File: src/rtl/axi_sitcp_pkg.sv
// Shared types and AXI constants for the SiTCP AXI4-Lite request arbiter.
package axi_sitcp_pkg;

  typedef enum logic [2:0] {
    ST_IDLE,
    ST_WR,
    ST_WR_RESP,
    ST_RD_ADDR,
    ST_RD_DATA,
    ST_DONE
  } arb_state_e;

  localparam logic [1:0] RESP_OKAY   = 2'b00;
  localparam logic [1:0] RESP_SLVERR = 2'b10;
  localparam logic [1:0] RESP_DECERR = 2'b11;

  localparam logic [2:0] AXI_PROT_DEFAULT = 3'b000;

endpackage

File: src/rtl/rr_arbiter.sv
// Combinational round-robin picker: first set req bit scanning upward from ptr+1.
module rr_arbiter #(
  parameter int N_REQ = 2,
  localparam int PTR_W = (N_REQ > 1) ? $clog2(N_REQ) : 1
) (
  input  logic [N_REQ-1:0] req,
  input  logic [PTR_W-1:0] ptr,
  output logic [N_REQ-1:0] grant,
  output logic [PTR_W-1:0] idx
);

  logic [PTR_W-1:0] cand;

  // Walk from the farthest slot back to ptr+1 so the nearest requester is assigned last and wins.
  always_comb begin
    grant = '0;
    idx   = '0;
    cand  = '0;
    for (int k = N_REQ; k >= 1; k--) begin
      cand = PTR_W'((int'(ptr) + k) % N_REQ);
      if (req[cand]) begin
        grant       = '0;
        grant[cand] = 1'b1;
        idx         = cand;
      end
    end
  end

endmodule

File: src/rtl/axil_req_arbiter.sv
// Round-robin sharing of one AXI4-Lite master among N_REQ simple-request clients,
// one transaction in flight at a time, with a per-handshake timeout.
module axil_req_arbiter
  import axi_sitcp_pkg::*;
#(
  parameter int N_REQ   = 2,
  parameter int ADDR_W  = 32,
  parameter int DATA_W  = 32,
  parameter int TIMEOUT = 1023
) (
  input  logic                       clk,
  input  logic                       rst,
  input  logic [N_REQ-1:0]           req,
  input  logic [N_REQ-1:0]           req_we,
  input  logic [N_REQ*ADDR_W-1:0]    req_addr,
  input  logic [N_REQ*DATA_W-1:0]    req_wdata,
  input  logic [N_REQ*DATA_W/8-1:0]  req_wstrb,
  output logic [N_REQ-1:0]           done,
  output logic [DATA_W-1:0]          rdata,
  output logic [1:0]                 resp,
  output logic                       timeout_err,
  output logic                       busy,
  output logic [ADDR_W-1:0]          m_axi_awaddr,
  output logic [2:0]                 m_axi_awprot,
  output logic                       m_axi_awvalid,
  input  logic                       m_axi_awready,
  output logic [DATA_W-1:0]          m_axi_wdata,
  output logic [DATA_W/8-1:0]        m_axi_wstrb,
  output logic                       m_axi_wvalid,
  input  logic                       m_axi_wready,
  input  logic [1:0]                 m_axi_bresp,
  input  logic                       m_axi_bvalid,
  output logic                       m_axi_bready,
  output logic [ADDR_W-1:0]          m_axi_araddr,
  output logic [2:0]                 m_axi_arprot,
  output logic                       m_axi_arvalid,
  input  logic                       m_axi_arready,
  input  logic [DATA_W-1:0]          m_axi_rdata,
  input  logic [1:0]                 m_axi_rresp,
  input  logic                       m_axi_rvalid,
  output logic                       m_axi_rready
);

  localparam int STRB_W = DATA_W / 8;
  localparam int PTR_W  = (N_REQ > 1) ? $clog2(N_REQ) : 1;
  localparam int CNT_W  = $clog2(TIMEOUT + 1);

  arb_state_e        state;
  logic [PTR_W-1:0]  ptr;
  logic [PTR_W-1:0]  win_idx;
  logic [N_REQ-1:0]  win_grant;
  logic [CNT_W-1:0]  tcnt;
  logic              tmo_hit;
  logic              sel_we;
  logic [ADDR_W-1:0] sel_addr;
  logic [DATA_W-1:0] sel_wdata;
  logic [STRB_W-1:0] sel_wstrb;
  logic              aw_fin;
  logic              w_fin;

  function automatic logic [N_REQ-1:0] onehot(input logic [PTR_W-1:0] i);
    logic [N_REQ-1:0] v;
    v    = '0;
    v[i] = 1'b1;
    return v;
  endfunction

  rr_arbiter #(.N_REQ(N_REQ)) u_rr (
    .req   (req),
    .ptr   (ptr),
    .grant (win_grant),
    .idx   (win_idx)
  );

  always_comb begin
    sel_we    = req_we[win_idx];
    sel_addr  = req_addr[win_idx*ADDR_W +: ADDR_W];
    sel_wdata = req_wdata[win_idx*DATA_W +: DATA_W];
    sel_wstrb = req_wstrb[win_idx*STRB_W +: STRB_W];
  end

  assign m_axi_awprot = AXI_PROT_DEFAULT;
  assign m_axi_arprot = AXI_PROT_DEFAULT;

  // A handshake channel is finished once its valid is gone or is being accepted this cycle.
  assign aw_fin  = !m_axi_awvalid || m_axi_awready;
  assign w_fin   = !m_axi_wvalid  || m_axi_wready;
  assign tmo_hit = (tcnt >= CNT_W'(TIMEOUT - 1));

  always_ff @(posedge clk) begin
    if (rst) begin
      state         <= ST_IDLE;
      ptr           <= PTR_W'(N_REQ - 1);
      tcnt          <= '0;
      done          <= '0;
      rdata         <= '0;
      resp          <= RESP_OKAY;
      timeout_err   <= 1'b0;
      busy          <= 1'b0;
      m_axi_awaddr  <= '0;
      m_axi_awvalid <= 1'b0;
      m_axi_wdata   <= '0;
      m_axi_wstrb   <= '0;
      m_axi_wvalid  <= 1'b0;
      m_axi_bready  <= 1'b0;
      m_axi_araddr  <= '0;
      m_axi_arvalid <= 1'b0;
      m_axi_rready  <= 1'b0;
    end else begin
      done        <= '0;
      timeout_err <= 1'b0;
      case (state)
        ST_IDLE: begin
          if (|win_grant) begin
            ptr  <= win_idx;
            busy <= 1'b1;
            tcnt <= '0;
            if (sel_we) begin
              m_axi_awaddr  <= sel_addr;
              m_axi_wdata   <= sel_wdata;
              m_axi_wstrb   <= sel_wstrb;
              m_axi_awvalid <= 1'b1;
              m_axi_wvalid  <= 1'b1;
              state         <= ST_WR;
            end else begin
              m_axi_araddr  <= sel_addr;
              m_axi_arvalid <= 1'b1;
              state         <= ST_RD_ADDR;
            end
          end
        end

        ST_WR: begin
          if (m_axi_awvalid && m_axi_awready) m_axi_awvalid <= 1'b0;
          if (m_axi_wvalid && m_axi_wready)   m_axi_wvalid  <= 1'b0;
          if (aw_fin && w_fin) begin
            m_axi_bready <= 1'b1;
            tcnt         <= '0;
            state        <= ST_WR_RESP;
          end else if (tmo_hit) begin
            m_axi_awvalid <= 1'b0;
            m_axi_wvalid  <= 1'b0;
            done          <= onehot(ptr);
            resp          <= RESP_DECERR;
            timeout_err   <= 1'b1;
            state         <= ST_DONE;
          end else begin
            tcnt <= tcnt + 1'b1;
          end
        end

        ST_WR_RESP: begin
          if (m_axi_bvalid) begin
            m_axi_bready <= 1'b0;
            resp         <= m_axi_bresp;
            done         <= onehot(ptr);
            state        <= ST_DONE;
          end else if (tmo_hit) begin
            m_axi_bready <= 1'b0;
            done         <= onehot(ptr);
            resp         <= RESP_DECERR;
            timeout_err  <= 1'b1;
            state        <= ST_DONE;
          end else begin
            tcnt <= tcnt + 1'b1;
          end
        end

        ST_RD_ADDR: begin
          if (m_axi_arready) begin
            m_axi_arvalid <= 1'b0;
            m_axi_rready  <= 1'b1;
            tcnt          <= '0;
            state         <= ST_RD_DATA;
          end else if (tmo_hit) begin
            m_axi_arvalid <= 1'b0;
            done          <= onehot(ptr);
            resp          <= RESP_DECERR;
            timeout_err   <= 1'b1;
            state         <= ST_DONE;
          end else begin
            tcnt <= tcnt + 1'b1;
          end
        end

        ST_RD_DATA: begin
          if (m_axi_rvalid) begin
            m_axi_rready <= 1'b0;
            rdata        <= m_axi_rdata;
            resp         <= m_axi_rresp;
            done         <= onehot(ptr);
            state        <= ST_DONE;
          end else if (tmo_hit) begin
            m_axi_rready <= 1'b0;
            done         <= onehot(ptr);
            resp         <= RESP_DECERR;
            timeout_err  <= 1'b1;
            state        <= ST_DONE;
          end else begin
            tcnt <= tcnt + 1'b1;
          end
        end

        // done is visible this cycle; busy falls and the picker runs again next cycle.
        ST_DONE: begin
          busy  <= 1'b0;
          state <= ST_IDLE;
        end

        default: state <= ST_IDLE;
      endcase
    end
  end

endmodule

File: config.mk
export PLATFORM = sky130hd
export DESIGN_NAME = axil_req_arbiter
export DESIGN_NICKNAME = d
export VERILOG_FILES = /design/src/rtl/axi_sitcp_pkg.sv /design/src/rtl/rr_arbiter.sv /design/src/rtl/axil_req_arbiter.sv
export SDC_FILE = /design/constraint.sdc
export NUM_CORES = 1
export LEC_CHECK = 0
export ABC_AREA = 1
export ABC_CLOCK_PERIOD_IN_PS = 1600
export CAP_MARGIN = 20
export CORE_MARGIN = 2
export CORE_UTILIZATION = 37
export CTS_BUF_LIST = sky130_fd_sc_hd__clkbuf_4 sky130_fd_sc_hd__clkbuf_8 sky130_fd_sc_hd__clkbuf_16
export DETAILED_ROUTE_END_ITERATION = 12
export PLACE_DENSITY_LB_ADDON = 0.3
export SLEW_MARGIN = 20
export SYNTH_ARGS = -nofsm -noshare
export SYNTH_HDL_FRONTEND = slang
export SYNTH_SLANG_ARGS = --single-unit
File: constraint.sdc
create_clock -name clk -period 1.6 [get_ports clk]
set_clock_uncertainty 0.2 [all_clocks]
set_input_delay 0.32 -clock clk [delete_from_list [all_inputs] [get_ports clk]]
set_output_delay 0.32 -clock clk [all_outputs]
set_load 0.05 [all_outputs]
==> out/metrics.cfg <==
[outcome]
run_status=finished with violations
failed_checks=negative setup slack

[synthesis]
synthesis.yosys.warnings=0
synth_largest_type_area_fraction_pct=46.0
yosys.cell_count.top_type=sky130_fd_sc_hd__nor2_1
ys_ff_latch=157
synthDistinctLibCells=29
netlist.top_cell.by_area=sky130_fd_sc_hd__dfxtp_1
yosys-top-cells-count=299 x sky130_fd_sc_hd__nor2_1, 270 x sky130_fd_sc_hd__nand2_1, 157 x sky130_fd_sc_hd__dfxtp_1
synth.cell_area_um2=6830
synth_ff_type=sky130_fd_sc_hd__dfxtp_1
ys_top_cells_by_area=sky130_fd_sc_hd__dfxtp_1 46%, sky130_fd_sc_hd__nor2_1 16%, sky130_fd_sc_hd__nand2_1 15%, sky130_fd_sc_hd__o21ai_0 10%, sky130_fd_sc_hd__inv_1 1.9%
postSynth.asyncResetShare_pct=0
yosysSeqAreaShare_pct=46.0
number_of_flops_mapped_to_enable_cells_by_yosys=0
avgSynthCellArea_um2=6.64
post_syn_instances=1029

[floorplan]
initial_standard_cell_utilization_of_the_core_pct=37.9
number_of_placement_rows=49
die_h_um=140
core-area_um2=18000
io_pins=332
dieWidth_um=140
dieArea_um2=19600

[place]
place.detailed.instances=1589
placement.setup.worst_slack_ns=-0.592
buffers_on_ports=325
hpwl_mm=18.1
place_congestion=0.861

[clock_tree]
clk_path_buf_depth=2
cts_tree=built
clock_tree.htree_level_count=4
cts.reportedPaths.clkPinSlew_ns=0.06
clock_insertion_delay_worst_skew_ns=0.42
tritoncts.num_buffers=17
ctsHoldBuffers=0
clock-sinks=157
clock-root-buffer=sky130_fd_sc_hd__clkbuf_16

[global_routing]
grt_start_max_net_pins=62
antenna_violations_before_repair=0
grt_use_total_pct=25.3
overflow=0
vias_in_the_first_global_route=7638
grt_first_pass_wirelength_mm=39.5

[layout]
multi_input_comb_area_um2=3850
layout-area-overhead-vs-synth_pct=104
n_fill_cell=1179
design.final.nets=1599
instances_no_fill=1655
post_route_cells_drive_above_1_share_pct=29.5
diodes=0
layout.area.seq_um2=3170

[worst_hold_path]
worstHoldPathType=register to register
worst_hold_startpoint=ptr

[setup_path]
worst_path_dominant_cell_family=compound AO/OA/AOI/OAI gates
slowest_delay_ns=0.36
worstPathMaxFanout=7
path_class=register to register
critical_path.n_buffers_inverters=3
crit_required_ns=1.70
critPathCaptureType=register
start_kind=register
critical_path.slowest_cell=sky130_fd_sc_hd__dfxtp_4
r2r-start=state[0]
crit_path_cells=buf_6, inv_4, nand2_4, o21ai_4, nand3_4, buf_4, o21ai_1, a21oi_1
worstPathArrival_ns=1.87
critPathLaunch=state[0]

[pwr]
p_leak_nw=6.06
power.density_nw_per_um2=1830
total_power_mw=25.5
maximum_vdd_ir_drop_mv=1.38

[timing]
fin_crit_sh_pct=111
setup_slack_ns=-0.177
min_period_ns=1.78
setup_viol=146
finalMaxSlewViolations=0
unrepaired_setup_endpoints_after_global_routing=true
fmaxAchievable_mhz=563
timing.final.hold_violations=0
fin_tns_setup_ns=-9.10

[routing]
antenna_violating_nets_left=0
post_detailed_route_via_to_cell_ratio=4.96
wl_met2_mm=14.9
count_of_unresolved_drc_violations_after_routing=0
detail_route.wirelength.met1_mm=10.3
vias_after_detailed_routing=8213
drt-total-wl_mm=28.5
drt_pre_antenna_iters=5
drt_iter0_drc=394
detailroute.wirelength.met3_mm=2.21
routed_wire_length_per_instance_um=17.2
topRoutingLayerUsed=met4

[flow_run]
maxCapViolations=0

-- through the flow --
stage               util [%]  hold slack, ns  instance area (µm²)
global placement        67.5           0.247                12200
finish                  77.5           0.266                14000
detailed placement      67.5           0.256                12200
global route            77.5           0.277                14000
CTS                     73.4           0.264                13200
floorplan                  -           0.236                 6860
-- path summary, 6_finish.rpt --
kind / to / slack, ns / cells after the start
min: done[0] / 0.27 / 1
max: tcnt[0] / -0.18 / 8
max reg2reg: tcnt[0] / -0.18 / 8
min reg2reg: done[0] / 0.27 / 1
-- worst register-to-register path, cell delays in order (launching register included) --
cell and delay, ns:
sky130_fd_sc_hd__dfxtp_4 0.36, sky130_fd_sc_hd__buf_6 0.13, sky130_fd_sc_hd__inv_4 0.07, sky130_fd_sc_hd__nand2_4 0.06, sky130_fd_sc_hd__o21ai_4 0.19, sky130_fd_sc_hd__nand3_4 0.18, sky130_fd_sc_hd__buf_4 0.19, sky130_fd_sc_hd__o21ai_1 0.18
sky130_fd_sc_hd__a21oi_1 0.09
-- cell usage in the layout, fill, tap and decap left out, types with 5 or more instances in the layout --
master / Yosys / layout
sky130_fd_sc_hd__nor2_1: 299 / 252
sky130_fd_sc_hd__nand2_1: 270 / 245
sky130_fd_sc_hd__clkdlybuf4s50_1: 0 / 179
sky130_fd_sc_hd__buf_12: 0 / 160
sky130_fd_sc_hd__dfxtp_1: 157 / 149
sky130_fd_sc_hd__o21ai_1: 2 / 65
sky130_fd_sc_hd__buf_4: 8 / 52
sky130_fd_sc_hd__o21ai_0: 140 / 51
sky130_fd_sc_hd__nor2_2: 3 / 30
sky130_fd_sc_hd__inv_1: 35 / 29
sky130_fd_sc_hd__clkbuf_16: 0 / 26
sky130_fd_sc_hd__o21ai_2: 2 / 24
sky130_fd_sc_hd__nor2_4: 1 / 21
sky130_fd_sc_hd__nand2_2: 3 / 18
sky130_fd_sc_hd__buf_6: 4 / 17
sky130_fd_sc_hd__nand2_4: 2 / 10
sky130_fd_sc_hd__a21oi_1: 12 / 8
sky130_fd_sc_hd__nand3_1: 12 / 7
sky130_fd_sc_hd__conb_1: 1 / 6
sky130_fd_sc_hd__nand3_4: 0 / 5
sky130_fd_sc_hd__dfxtp_4: 0 / 5
-- per-layer routing --
| metal | vias to the layer above | GRT usage, % |
|---|---|---|
| li1 | 3978 | - |
| met3 | 78 | 7.36 |
| met2 | 370 | 46.2 |
| met5 | - | 0 |
| met1 | 3787 | 27.1 |
| met4 | 0 | 10.8 |
-- cell families after synthesis --
kind of cell             share of synthesized area [%]
AO/OA/AOI/OAI                                     12.2
adder cells (fa/ha/maj)                          0.366
buffers and inverters                             6.96
flip-flops                                        46.0
other                                           0.0549
AND/OR/NAND/NOR                                   34.4
-- cell type report --
cell class | instances | area share, %
clock buffers | 22 | 3.45
clock inverters | 9 | 0.627
inverters | 41 | 1.34
well taps | 229 | 2.05
multi-input cells | 773 | 27.6
flip-flops and latches | 157 | 22.7
repair buffers | 424 | 42.3
-- where the power goes --
part | leakage, nW | total [mW] | internal (mW) | switching [mW]
clock | 0.271 | 3.94 | 2.29 | 1.65
sequential | 1.29 | 6.33 | 5.08 | 1.25
combinational | 4.50 | 15.3 | 7.07 | 8.19
total | 6.06 | 25.5 | 14.4 | 11.1
-- registers in the layout (all words and copies together) (netlist names), 2 cells and up --
name / flops
m_axi_wdata: 32
resp: 2
done: 2
rdata: 32
m_axi_wstrb: 4
m_axi_araddr: 32
state: 3
tcnt: 10
m_axi_awaddr: 32
-- repair_timing --
action / 4_1_cts / 5_1_grt
pin swaps: 30 / 61
endpoints found under the setup margin: 152 / 149
buffers inserted: 18 / 6
gates resized for setup: 139 / 168
cloned: 1 / 11
Note: power is estimated with default switching activity, not from simulation.
